### src/rtl/spi_byte_shifter.sv
// rtl/spi_byte_shifter.sv - SPI mode-0 byte engine for the PmodCLS link
//
// Shifts one byte out MSB-first per begin_transmission pulse while capturing
// MISO, then returns a single-cycle end_transmission pulse.
//
// Parameters
//   CLK_DIV            clk cycles per SCLK half-period (1..255)
//
// Ports
//   clk                system clock, all state on its rising edge
//   rst                synchronous active-high reset
//   send_data[7:0]     byte to transmit, sampled on an accepted begin
//   begin_transmission start request, one-cycle pulse from the upstream FSM
//   slave_select       active-low chip select from the upstream FSM
//   miso               serial data from the slave
//   end_transmission   one-cycle pulse: byte done, received_data valid
//   received_data[7:0] last byte captured from miso, MSB first
//   sclk               SPI clock, idles low
//   mosi               serial data to the slave
//   ss                 combinational copy of slave_select

module spi_byte_shifter #(
    parameter int CLK_DIV = 50
) (
    input  logic       clk,
    input  logic       rst,
    input  logic [7:0] send_data,
    input  logic       begin_transmission,
    input  logic       slave_select,
    input  logic       miso,
    output logic       end_transmission,
    output logic [7:0] received_data,
    output logic       sclk,
    output logic       mosi,
    output logic       ss
);

    typedef enum logic [1:0] {
        ST_IDLE = 2'd0,
        ST_XFER = 2'd1,
        ST_DONE = 2'd2
    } state_t;

    // Terminal count of the half-period divider.
    localparam logic [7:0] DIV_LAST = 8'(CLK_DIV - 1);

    state_t     state_q, state_d;
    logic [7:0] div_q, div_d;
    logic [2:0] bit_q, bit_d;
    logic [7:0] tx_q, tx_d;
    logic [7:0] rx_q, rx_d;
    logic       sclk_q, sclk_d;
    logic       mosi_q, mosi_d;
    logic       end_q, end_d;
    logic [7:0] recv_q, recv_d;

    // Chip select belongs to the upstream FSM; it is never gated by reset.
    assign ss               = slave_select;
    assign sclk             = sclk_q;
    assign mosi             = mosi_q;
    assign end_transmission = end_q;
    assign received_data    = recv_q;

    always_ff @(posedge clk) begin
        if (rst) begin
            state_q <= ST_IDLE;
            div_q   <= 8'd0;
            bit_q   <= 3'd0;
            tx_q    <= 8'd0;
            rx_q    <= 8'd0;
            sclk_q  <= 1'b0;
            mosi_q  <= 1'b0;
            end_q   <= 1'b0;
            recv_q  <= 8'd0;
        end else begin
            state_q <= state_d;
            div_q   <= div_d;
            bit_q   <= bit_d;
            tx_q    <= tx_d;
            rx_q    <= rx_d;
            sclk_q  <= sclk_d;
            mosi_q  <= mosi_d;
            end_q   <= end_d;
            recv_q  <= recv_d;
        end
    end

    always_comb begin
        state_d = state_q;
        div_d   = div_q;
        bit_d   = bit_q;
        tx_d    = tx_q;
        rx_d    = rx_q;
        sclk_d  = sclk_q;
        mosi_d  = mosi_q;
        end_d   = 1'b0;
        recv_d  = recv_q;

        case (state_q)
            ST_IDLE: begin
                sclk_d = 1'b0;
                if (begin_transmission) begin
                    // MSB goes on the wire now, a full half-period before
                    // the first rising edge.
                    tx_d    = send_data;
                    mosi_d  = send_data[7];
                    div_d   = 8'd0;
                    bit_d   = 3'd0;
                    rx_d    = 8'd0;
                    state_d = ST_XFER;
                end
            end

            ST_XFER: begin
                if (div_q == DIV_LAST) begin
                    div_d  = 8'd0;
                    sclk_d = ~sclk_q;
                    if (!sclk_q) begin
                        // Rising edge: slave data is sampled here.
                        rx_d = {rx_q[6:0], miso};
                    end else if (bit_q == 3'd7) begin
                        // Falling edge of the last bit ends the byte.
                        state_d = ST_DONE;
                    end else begin
                        // Falling edge: present the next bit for a full
                        // half-period of setup before the next rise.
                        tx_d   = {tx_q[6:0], 1'b0};
                        mosi_d = tx_q[6];
                        bit_d  = bit_q + 3'd1;
                    end
                end else begin
                    div_d = div_q + 8'd1;
                end
            end

            ST_DONE: begin
                end_d   = 1'b1;
                recv_d  = rx_q;
                mosi_d  = 1'b0;
                sclk_d  = 1'b0;
                state_d = ST_IDLE;
            end

            default: begin
                state_d = ST_IDLE;
                sclk_d  = 1'b0;
                mosi_d  = 1'b0;
            end
        endcase
    end

endmodule

### config.mk
export PLATFORM = sky130hd
export DESIGN_NAME = spi_byte_shifter
export DESIGN_NICKNAME = d
export VERILOG_FILES = /design/src/rtl/spi_byte_shifter.sv
export SDC_FILE = /design/constraint.sdc
export NUM_CORES = 1
export LEC_CHECK = 0
export BUFFER_PORTS_ARGS = -buffer_cell sky130_fd_sc_hd__clkbuf_2
export CAP_MARGIN = 20
export CELL_PAD_IN_SITES_DETAIL_PLACEMENT = 2
export CELL_PAD_IN_SITES_GLOBAL_PLACEMENT = 2
export CORE_MARGIN = 1.5
export CORE_UTILIZATION = 33
export CTS_CLUSTER_SIZE = 16
export DETAILED_ROUTE_END_ITERATION = 10
export PLACE_DENSITY_LB_ADDON = 0.1
export SLEW_MARGIN = 5
export SYNTH_ARGS = -nofsm -noshare
export SYNTH_HDL_FRONTEND = slang
export SYNTH_SLANG_ARGS = --single-unit
export TNS_END_PERCENT = 100
### constraint.sdc
create_clock -name clk -period 2.2 [get_ports clk]
set_clock_uncertainty 0.1 [all_clocks]
set_input_delay 0.44 -clock clk [delete_from_list [all_inputs] [get_ports clk]]
set_output_delay 0.44 -clock clk [all_outputs]
set_load 0.01 [all_outputs]
==> impl_metrics.toml, run 1 <==
[synth]
yosysTopAreaCell = "dfxtp_1"
synth_enable_flop_cells = 0
synthArstFlopShare_pct = 0
synth_adder_area_share_pct = 3.04
postSynthCellCount = 186
synth_cell_type_count = 42
synth_compound_gate_area_share_pct = 21.2
synth_top_family_by_area = "simple AND/OR/NAND/NOR gates"
netlist.area_leader.share_pct = 47.4
synth_ff_type = "dfxtp_1"
muxShareOfSynthArea_pct = 0.607
synth_xor_xnor_area_share_pct = 0.532
synth.avg_cell_area_um2 = 8.86
synth_area_leaders = "dfxtp_1 47%, nand2_1 8.0%, a21oi_1 5.2%"
yosysWarnings = 0
seq_area_frac_synth_pct = 47.4
synth_most_common_cell = "dfxtp_1"
synth_area_mm2 = 0.00165
ys_ff_latch = 39
syn_nets = 203
yosys.area_share.simple_pct = 23.7
yosys-top-cells-count = "39 x dfxtp_1, 35 x nand2_1, 17 x a21oi_1"

[timing]
rsz0062_at_grt = "no"
post-route-period-util_pct = 91.4
max_slew.worst_pin.slew_ps = 566
relSlewSlack_pct = 62.2
hold_viol = 0
timing.fmax_mhz = 497
setup_viol = 0
fin_tns_setup_ps = 0
finalCriticalPeriod_ps = 2010
drv_slew = 0

[critical_path]
cp_max_fo = 6
crit_cells = 5
rr_endpoint = "mosi"
end_kind = "flop"
r2r_cells = 5
r2r-start = "div_q[0]"
worstSetupStartpoint = "div_q[0]"
cpPeakStageDelay_ps = 520
slowest_stage = "or4b_1"
worstPathRequired_ps = 2290
cp_top_family = "simple AND/OR/NAND/NOR gates"
crit_type = "flop to flop"
crit_buf_inv = 0
crit_end = "mosi"
worstPathCellList = "ha_1, and4b_2, nand2_4, or4b_1, a311oi_1"
critical_path_arrival_ps = 2100
start_kind = "flop"
r2r_slack_ps = 190

[pwr]
total_power_w = 0.00146
p_sw_w = 0.000325
pwr-share-clk_pct = 42.1
p_sw_share_pct = 22.2
power_frac_seq_pct = 50.6
peakVddDrop_mv = 0.310
powerDensity_mw_per_mm2 = 738
power_leakage_nw = 0.762
intPower_w = 0.00114
p_comb_share_pct = 7.3

[global_routing]
grt_max_degree = 20
use_met2_pct = 34.4
grt-busiest-layer = "met2"
grt_pass1_wl_um = 7790
global_route.usage.met3_pct = 4.39
grt-ovfl-total = 0
antenna_found_initial = 0
grt_pass1_vias = 1602
global_route.usage.met1_pct = 22.4
track_usage_pct = 19.0

[cells_and_area]
final_nets = 231
multi_input_area_um2 = 808
seq_area_um2 = 781
fillers = 551
diodes = 0
syn_to_final_growth_pct = 20.1
final_layout_size_suffix_gt1_share_pct = 21.4

[clock_network]
cts_tree = "built"
root_buffer = "clkbuf_8"
path_clk_slew_ps = 70
cts_buffers = 5
post-cts-setup-buffer-count = 0
ctsHtreeMaxLevel = 2
cts_buffer_depth = 2
clock_latency_ps = 290
cts.sinks = 39
postCtsHoldBufs = 0
cts_resized = 0

[placement]
gp_congestion = 0.787
portBuffers = 22
dp_hpwl_um = 3350

[status]
outcome = "completed"

[run]
maxCapViolCount = 0

[die]
start_util_pct = 34.7
dieHeight_um = 73.7
pin_count = 25
core_mm2 = 0.00475
fp-row-count = 25
die_w_um = 73.7
dieArea_mm2 = 0.00543

[route]
dr.pass1.iters = 4
vias = 1465
drcViolationCount = 0
viasPerCell = 5.20
final_antenna_net_count = 0
wire_per_inst_um = 16.4
detail_route.iter0.violations = 8
drt_wl_total_um = 4630

[worst_hold_path]
hp-class = "input pin to flop"
hold_depth = 2
[worst min-delay path by stage]
stage	to	slack, ps	startpoint
after global placement	tx_q[3]	340	tx_q[3]
after CTS	rx_q[0]	270	miso
after detailed placement	received_data[3]	350	received_data[3]
after global routing	rx_q[0]	270	miso
final	rx_q[0]	280	miso
after floorplan	tx_q[6]	330	tx_q[6]
[registers in the layout, indices dropped and copies added, names as in the netlist]
name,flops
bit_q,3
div_q,8
end_transmission,1
mosi,1
received_data,8
rx_q,8
sclk,1
state_q,2
tx_q,7
[power by group through the flow]
stage	clock [W]	sequential [W]	combinational [W]
after floorplan	0	0.000750	0.0000654
after global placement	0	0.000753	0.0000998
after detailed placement	0	0.000755	0.000105
after CTS	0.000634	0.000739	0.000108
after global routing	0.000663	0.000742	0.000118
final	0.000615	0.000739	0.000106
[worst register-to-register path, stage by stage, from the launching register on]
cell and delay [ps]:
dfxtp_1 420, ha_1 180, and4b_2 310, nand2_4 90, or4b_1 520, a311oi_1 300
[metrics by stage]
step	utilization (%)	hold WS (ps)	cells	setup WS (ps)	instance area, µm²
2_1_floorplan	-	331	186	389	1650
3_5_place_dp	39.2	353	274	191	1860
4_1_cts	41.6	266	282	143	1980
6_report	41.6	278	282	190	1980
3_3_place_gp	39.2	342	274	341	1860
5_1_grt	41.6	270	282	50.7	1980
[cell type report]
type	count	area share (%)
Timing Repair Buffer	30	8.60
Tap cell	67	4.24
Clock inverter	2	1.77
Sequential cell	39	39.4
Clock buffer	6	4.17
Inverter	5	0.948
Multi-Input combinational cell	133	40.8
[cells by family after synthesis]
family,Yosys count
mux,1
flops,39
buf+inv,14
simple gates,75
xor+xnor,1
fa+ha+maj,4
compound gates,52
[layer usage]
layer	routed length [µm]	share of wire [%]
met5	0	0
met4	34	0.74
met2	2430	53
met3	127	2.7
met1	2030	44
[placed cells by master (no fill, tap or decap), drive strengths merged, types with 2 or more instances in the layout]
master and instances:
o32ai 2, o22ai 7, a31oi 4, nor4 2, nand3 8, a21oi 18, buf 8, a311oi 2
dfxtp 39, nor2b 3, clkbuf 28, inv 5, and3 2, nand4 3, ha 4, or2 2
nand2b 3, nor2 7, nor3 2, o21ai 3, nand2 36, o21a 2, nand3b 2, a22o 8
No activity file was read; power rests on OpenSTA's default activity.
==> run 2, diff against run 1 <==
CAP_MARGIN = default   (was 20)
CORE_UTILIZATION = 35   (was 33)
CTS_BUF_LIST = sky130_fd_sc_hd__clkbuf_4 sky130_fd_sc_hd__clkbuf_8   (was default)
==> run 2 against run 1 <==
- clock power fell by 20%
- cell area fell by 2.2%
- combinational power barely moved
- power fell by 8.5%
- global-route usage rose by 1.0 points
- utilization rose by 1.9 points
- critical path type unchanged
- critical path depth did not move
- first-iteration DRC count rose to 5.4 times the previous value
- wire length rose by 0.37%
- via count rose by 0.82%
- register-to-register slack improved by 50 ps
==> impl_metrics.toml, run 2 (synthesized netlist as in run 1, its figures left out) <==
[timing]
fin_tns_setup_ps = 0
setup_viol = 0
hold_viol = 0
drv_slew = 0
relSlewSlack_pct = 61.8
max_slew.worst_pin.slew_ps = 572
rsz0062_at_grt = "no"
finalCriticalPeriod_ps = 1960
post-route-period-util_pct = 88.9
timing.fmax_mhz = 511

[cells_and_area]
syn_to_final_growth_pct = 17.5
layout_common_cells = "39 x dfxtp_1, 35 x nand2_1, 22 x clkbuf_2"
final_layout_size_suffix_gt1_share_pct = 21.4
final_util_pct = 43.6
diodes = 0
final_common_cell = "dfxtp_1"
final_nets = 231

[critical_path]
start_kind = "flop"
crit_buf_inv = 0
end_kind = "flop"
slowest_stage = "or4b_1"
critical_path_arrival_ps = 2070
cpPeakStageDelay_ps = 520
worstPathCellList = "ha_1, and4b_2, nand2_4, or4b_1, a311oi_1"
worstPathRequired_ps = 2310
cp_top_family = "simple AND/OR/NAND/NOR gates"
worstSetupStartpoint = "div_q[0]"
crit_type = "flop to flop"
cp_max_fo = 6
r2r-start = "div_q[0]"

[worst_hold_path]
hp-class = "input pin to flop"
holdCritStartpoint = "miso"

[clock_network]
path_clk_slew_ps = 80
post-cts-setup-buffer-count = 0
root_buffer = "clkbuf_8"
cts.sinks = 39
cts_tree = "built"
clock_latency_ps = 290
cts_buffer_depth = 2
postCtsHoldBufs = 0
cts_buffers = 5
cts_resized = 0
ctsHtreeMaxLevel = 2

[die]
dieArea_mm2 = 0.00513
dieHeight_um = 71.6
fp-row-count = 24
core_mm2 = 0.00444
die_w_um = 71.6
pin_count = 25
start_util_pct = 37.1

[global_routing]
grt_pass1_wl_um = 7990
grt_max_degree = 15
antenna_found_initial = 0
grt_pass1_vias = 1692
track_usage_pct = 20.0
grt-ovfl-total = 0

[route]
vias = 1477
detail_route.iter0.violations = 43
final_antenna_net_count = 0
dr.pass1.iters = 6
top_layer = "met4"
drt_wl_total_um = 4640
met2_length_um = 2410
drcViolationCount = 0
viasPerCell = 5.53
wire_per_inst_um = 17.4
wl_met1_um = 2030
dr_wl_met3_um = 147

[run]
maxCapViolCount = 0

[placement]
portBuffers = 22
dp_hpwl_um = 3460
gp_congestion = 0.781

[pwr]
power_leakage_nw = 0.741
powerDensity_mw_per_mm2 = 690
peakVddDrop_mv = 0.253

[status]
outcome = "completed"
## run 2: changes by cell type in the layout (fill, tap and decap cells not counted), sizes merged
cell      change
clkinvlp      +2
bufinv        -1
clkbuf        -1
clkinv        -1
inv           +1
## run 2: per-layer routing
layer | global-route usage, % | vias up
li1 | - | 721
met1 | 23.2 | 727
met2 | 36.0 | 24
met3 | 4.50 | 5
met4 | 7.34 | 0
met5 | 0 | -
## run 2: cell type report
| cell class | instances | area, µm² |
|---|---|---|
| timing repair buffer | 30 | 170 |
| inverter | 5 | 18.8 |
| fill | 509 | 2510 |
| tap | 52 | 65.1 |
| multi-input combinational | 133 | 808 |
| clock buffer | 5 | 68.8 |
| clock inverter | 3 | 23.8 |
| sequential | 39 | 781 |
## run 2: worst paths after layout
kind	slack (ps)	cells after the start	endpoint
worst max-delay path	240	5	mosi
worst min-delay path	260	2	rx_q[0]
worst max register to register	240	5	mosi
worst min register to register	360	2	tx_q[4]
## run 2: stage by stage
| stage | instances | hold WS, ps | total power, W | cell area [µm²] | setup WS (ps) |
|---|---|---|---|---|---|
| floorplan | 186 | 331 | 0.000815 | 1650 | 389 |
| global placement | 259 | 343 | 0.000853 | 1840 | 342 |
| detailed placement | 259 | 354 | 0.000860 | 1840 | 238 |
| CTS | 267 | 252 | 0.00136 | 1940 | 239 |
| global route | 267 | 274 | 0.00140 | 1940 | 86.5 |
| finish | 267 | 262 | 0.00134 | 1940 | 244 |
## run 2: worst reg2reg max path: cells and delay by family (launching register included)
family,cells,cell delay (ps)
AOI/OAI and AO/OA,1,260
DFF,1,420
and+or+nand+nor,3,930
adders and majority gates,1,170
## run 2: report_power, final
| group | leakage [nW] | switching (W) | total (W) | internal, W |
|---|---|---|---|---|
| logic | 0.384 | 0.0000596 | 0.000104 | 0.0000440 |
| clock network | 0.0408 | 0.000267 | 0.000493 | 0.000226 |
| registers | 0.317 | 0.0000152 | 0.000739 | 0.000724 |
| total | 0.741 | 0.000341 | 0.00134 | 0.000994 |
==> run 3, diff against run 2 <==
CTS_CLUSTER_DIAMETER = 40   (was default)
REMOVE_ABC_BUFFERS = 1   (was default)
==> run 3 against run 2 <==
- the run now ends with DRC left
- wire length is 4.2% lower
- clock power is 10% higher
- clock-buffer cell count is 2 higher
- utilization is 0.25 points higher
- combinational power hardly changed
- sequential cell count stayed put
- critical endpoint unchanged
==> impl_metrics.toml, run 3 (synthesized netlist as in run 1, its figures left out) <==
[critical_path]
worstPathRequired_ps = 2310
cpPeakStageDelay_ps = 510
r2r_slack_ps = 250
cp_top_family = "simple AND/OR/NAND/NOR gates"
worstPathCellList = "ha_1, and4b_2, nand2_4, or4b_1, a311oi_1"
end_kind = "flop"
worstSetupStartpoint = "div_q[0]"
r2r-start = "div_q[0]"
cp_max_fo = 6
slowest_stage = "or4b_1"
critical_path_arrival_ps = 2050
start_kind = "flop"
crit_type = "flop to flop"
crit_buf_inv = 0

[cells_and_area]
final_cells = 267
syn_to_final_growth_pct = 18.1
final_nets = 231
final_common_cell = "dfxtp_1"
seq_area_um2 = 781
layout_common_cells = "39 x dfxtp_1, 35 x nand2_1, 22 x clkbuf_2"
multi_input_area_um2 = 808
diodes = 0
fillers = 511
final_layout_size_suffix_gt1_share_pct = 21.4
fin_area_mm2 = 0.00195

[global_routing]
antenna_found_initial = 0
grt-ovfl-total = 0
grt_pass1_vias = 1627
grt_pass1_wl_um = 7720
grt_max_degree = 17
track_usage_pct = 19.4

[clock_network]
post-cts-setup-buffer-count = 0
ctsHtreeMaxLevel = 2
root_buffer = "clkbuf_8"
cts_resized = 0
cts_tree = "built"
cts_buffer_depth = 2
path_clk_slew_ps = 80
postCtsHoldBufs = 0
cts_buffers = 5
clock_latency_ps = 290
cts.sinks = 39

[pwr]
power_leakage_nw = 0.751
total_power_w = 0.00139
powerDensity_mw_per_mm2 = 713
peakVddDrop_mv = 0.227

[timing]
setup_viol = 0
drv_slew = 0
finalCriticalPeriod_ps = 1950
timing.fmax_mhz = 514
relSlewSlack_pct = 62.8
fin_tns_setup_ps = 0
post-route-period-util_pct = 88.4
rsz0062_at_grt = "no"
hold_viol = 0
max_slew.worst_pin.slew_ps = 558
fin_ws_ps = 255

[run]
maxCapViolCount = 0

[placement]
portBuffers = 22
pre_cts_ws_ps = 269
dp_hpwl_um = 3360
gp_congestion = 0.780
placedCellCount = 259
place_area_mm2 = 0.00184

[route]
detail_route.iter0.violations = 52
drcViolationCount = 2
vias = 1459
drt_wl_total_um = 4450
dr.pass1.iters = 7
final_antenna_net_count = 0
wire_per_inst_um = 16.7
viasPerCell = 5.46

[die]
die_w_um = 71.6
dieArea_mm2 = 0.00513
start_util_pct = 37.1
fp-row-count = 24
core_mm2 = 0.00444
dieHeight_um = 71.6
pin_count = 25

[status]
violations = "DRC"
outcome = "finished with violations"

[worst_hold_path]
holdCritStartpoint = "miso"
hp-class = "input pin to flop"
run 3: final cells by class:
| class | count | share of cell area (%) |
|---|---|---|
| multi-input cells | 133 | 41.5 |
| flip-flops and latches | 39 | 40.1 |
| repair buffers | 30 | 8.74 |
| clock buffers | 7 | 4.95 |
| well taps | 52 | 3.34 |
| inverters | 5 | 0.964 |
| clock inverters | 1 | 0.386 |
run 3: worst paths after layout:
path,depth (start not counted),endpoint
worst max-delay path,5,mosi
worst min-delay path,2,rx_q[0]
worst max register to register,5,mosi
worst min register to register,2,received_data[1]
run 3: power breakdown:
group	switching, W	leakage, nW	internal [W]	total, W
clock	0.000259	0.0505	0.000285	0.000544
combinational	0.0000605	0.384	0.0000443	0.000105
sequential	0.0000147	0.317	0.000724	0.000739
total	0.000334	0.751	0.00105	0.00139
run 3: worst register-to-register path, stage by stage (launching register included):
cell	delay, ps
dfxtp_1	420
ha_1	180
and4b_2	310
nand2_4	90
or4b_1	510
a311oi_1	250
run 3: stage by stage:
step | hold WS, ps | util, %
after floorplan | 326 | -
after global placement | 338 | 41.5
after detailed placement | 349 | 41.5
after CTS | 264 | 43.8
after global routing | 260 | 43.8
final | 266 | 43.8
run 3: metal layers:
metal / wire [µm] / vias to the layer above / part of all wire [%] / global-route usage (%)
met5: 0 / - / 0 / 0
met4: 58 / 0 / 1.3 / 6.92
met3: 93 / 5 / 2.1 / 2.95
met2: 2330 / 15 / 52 / 34.6
met1: 1960 / 716 / 44 / 23.6
li1: - / 723 / - / -
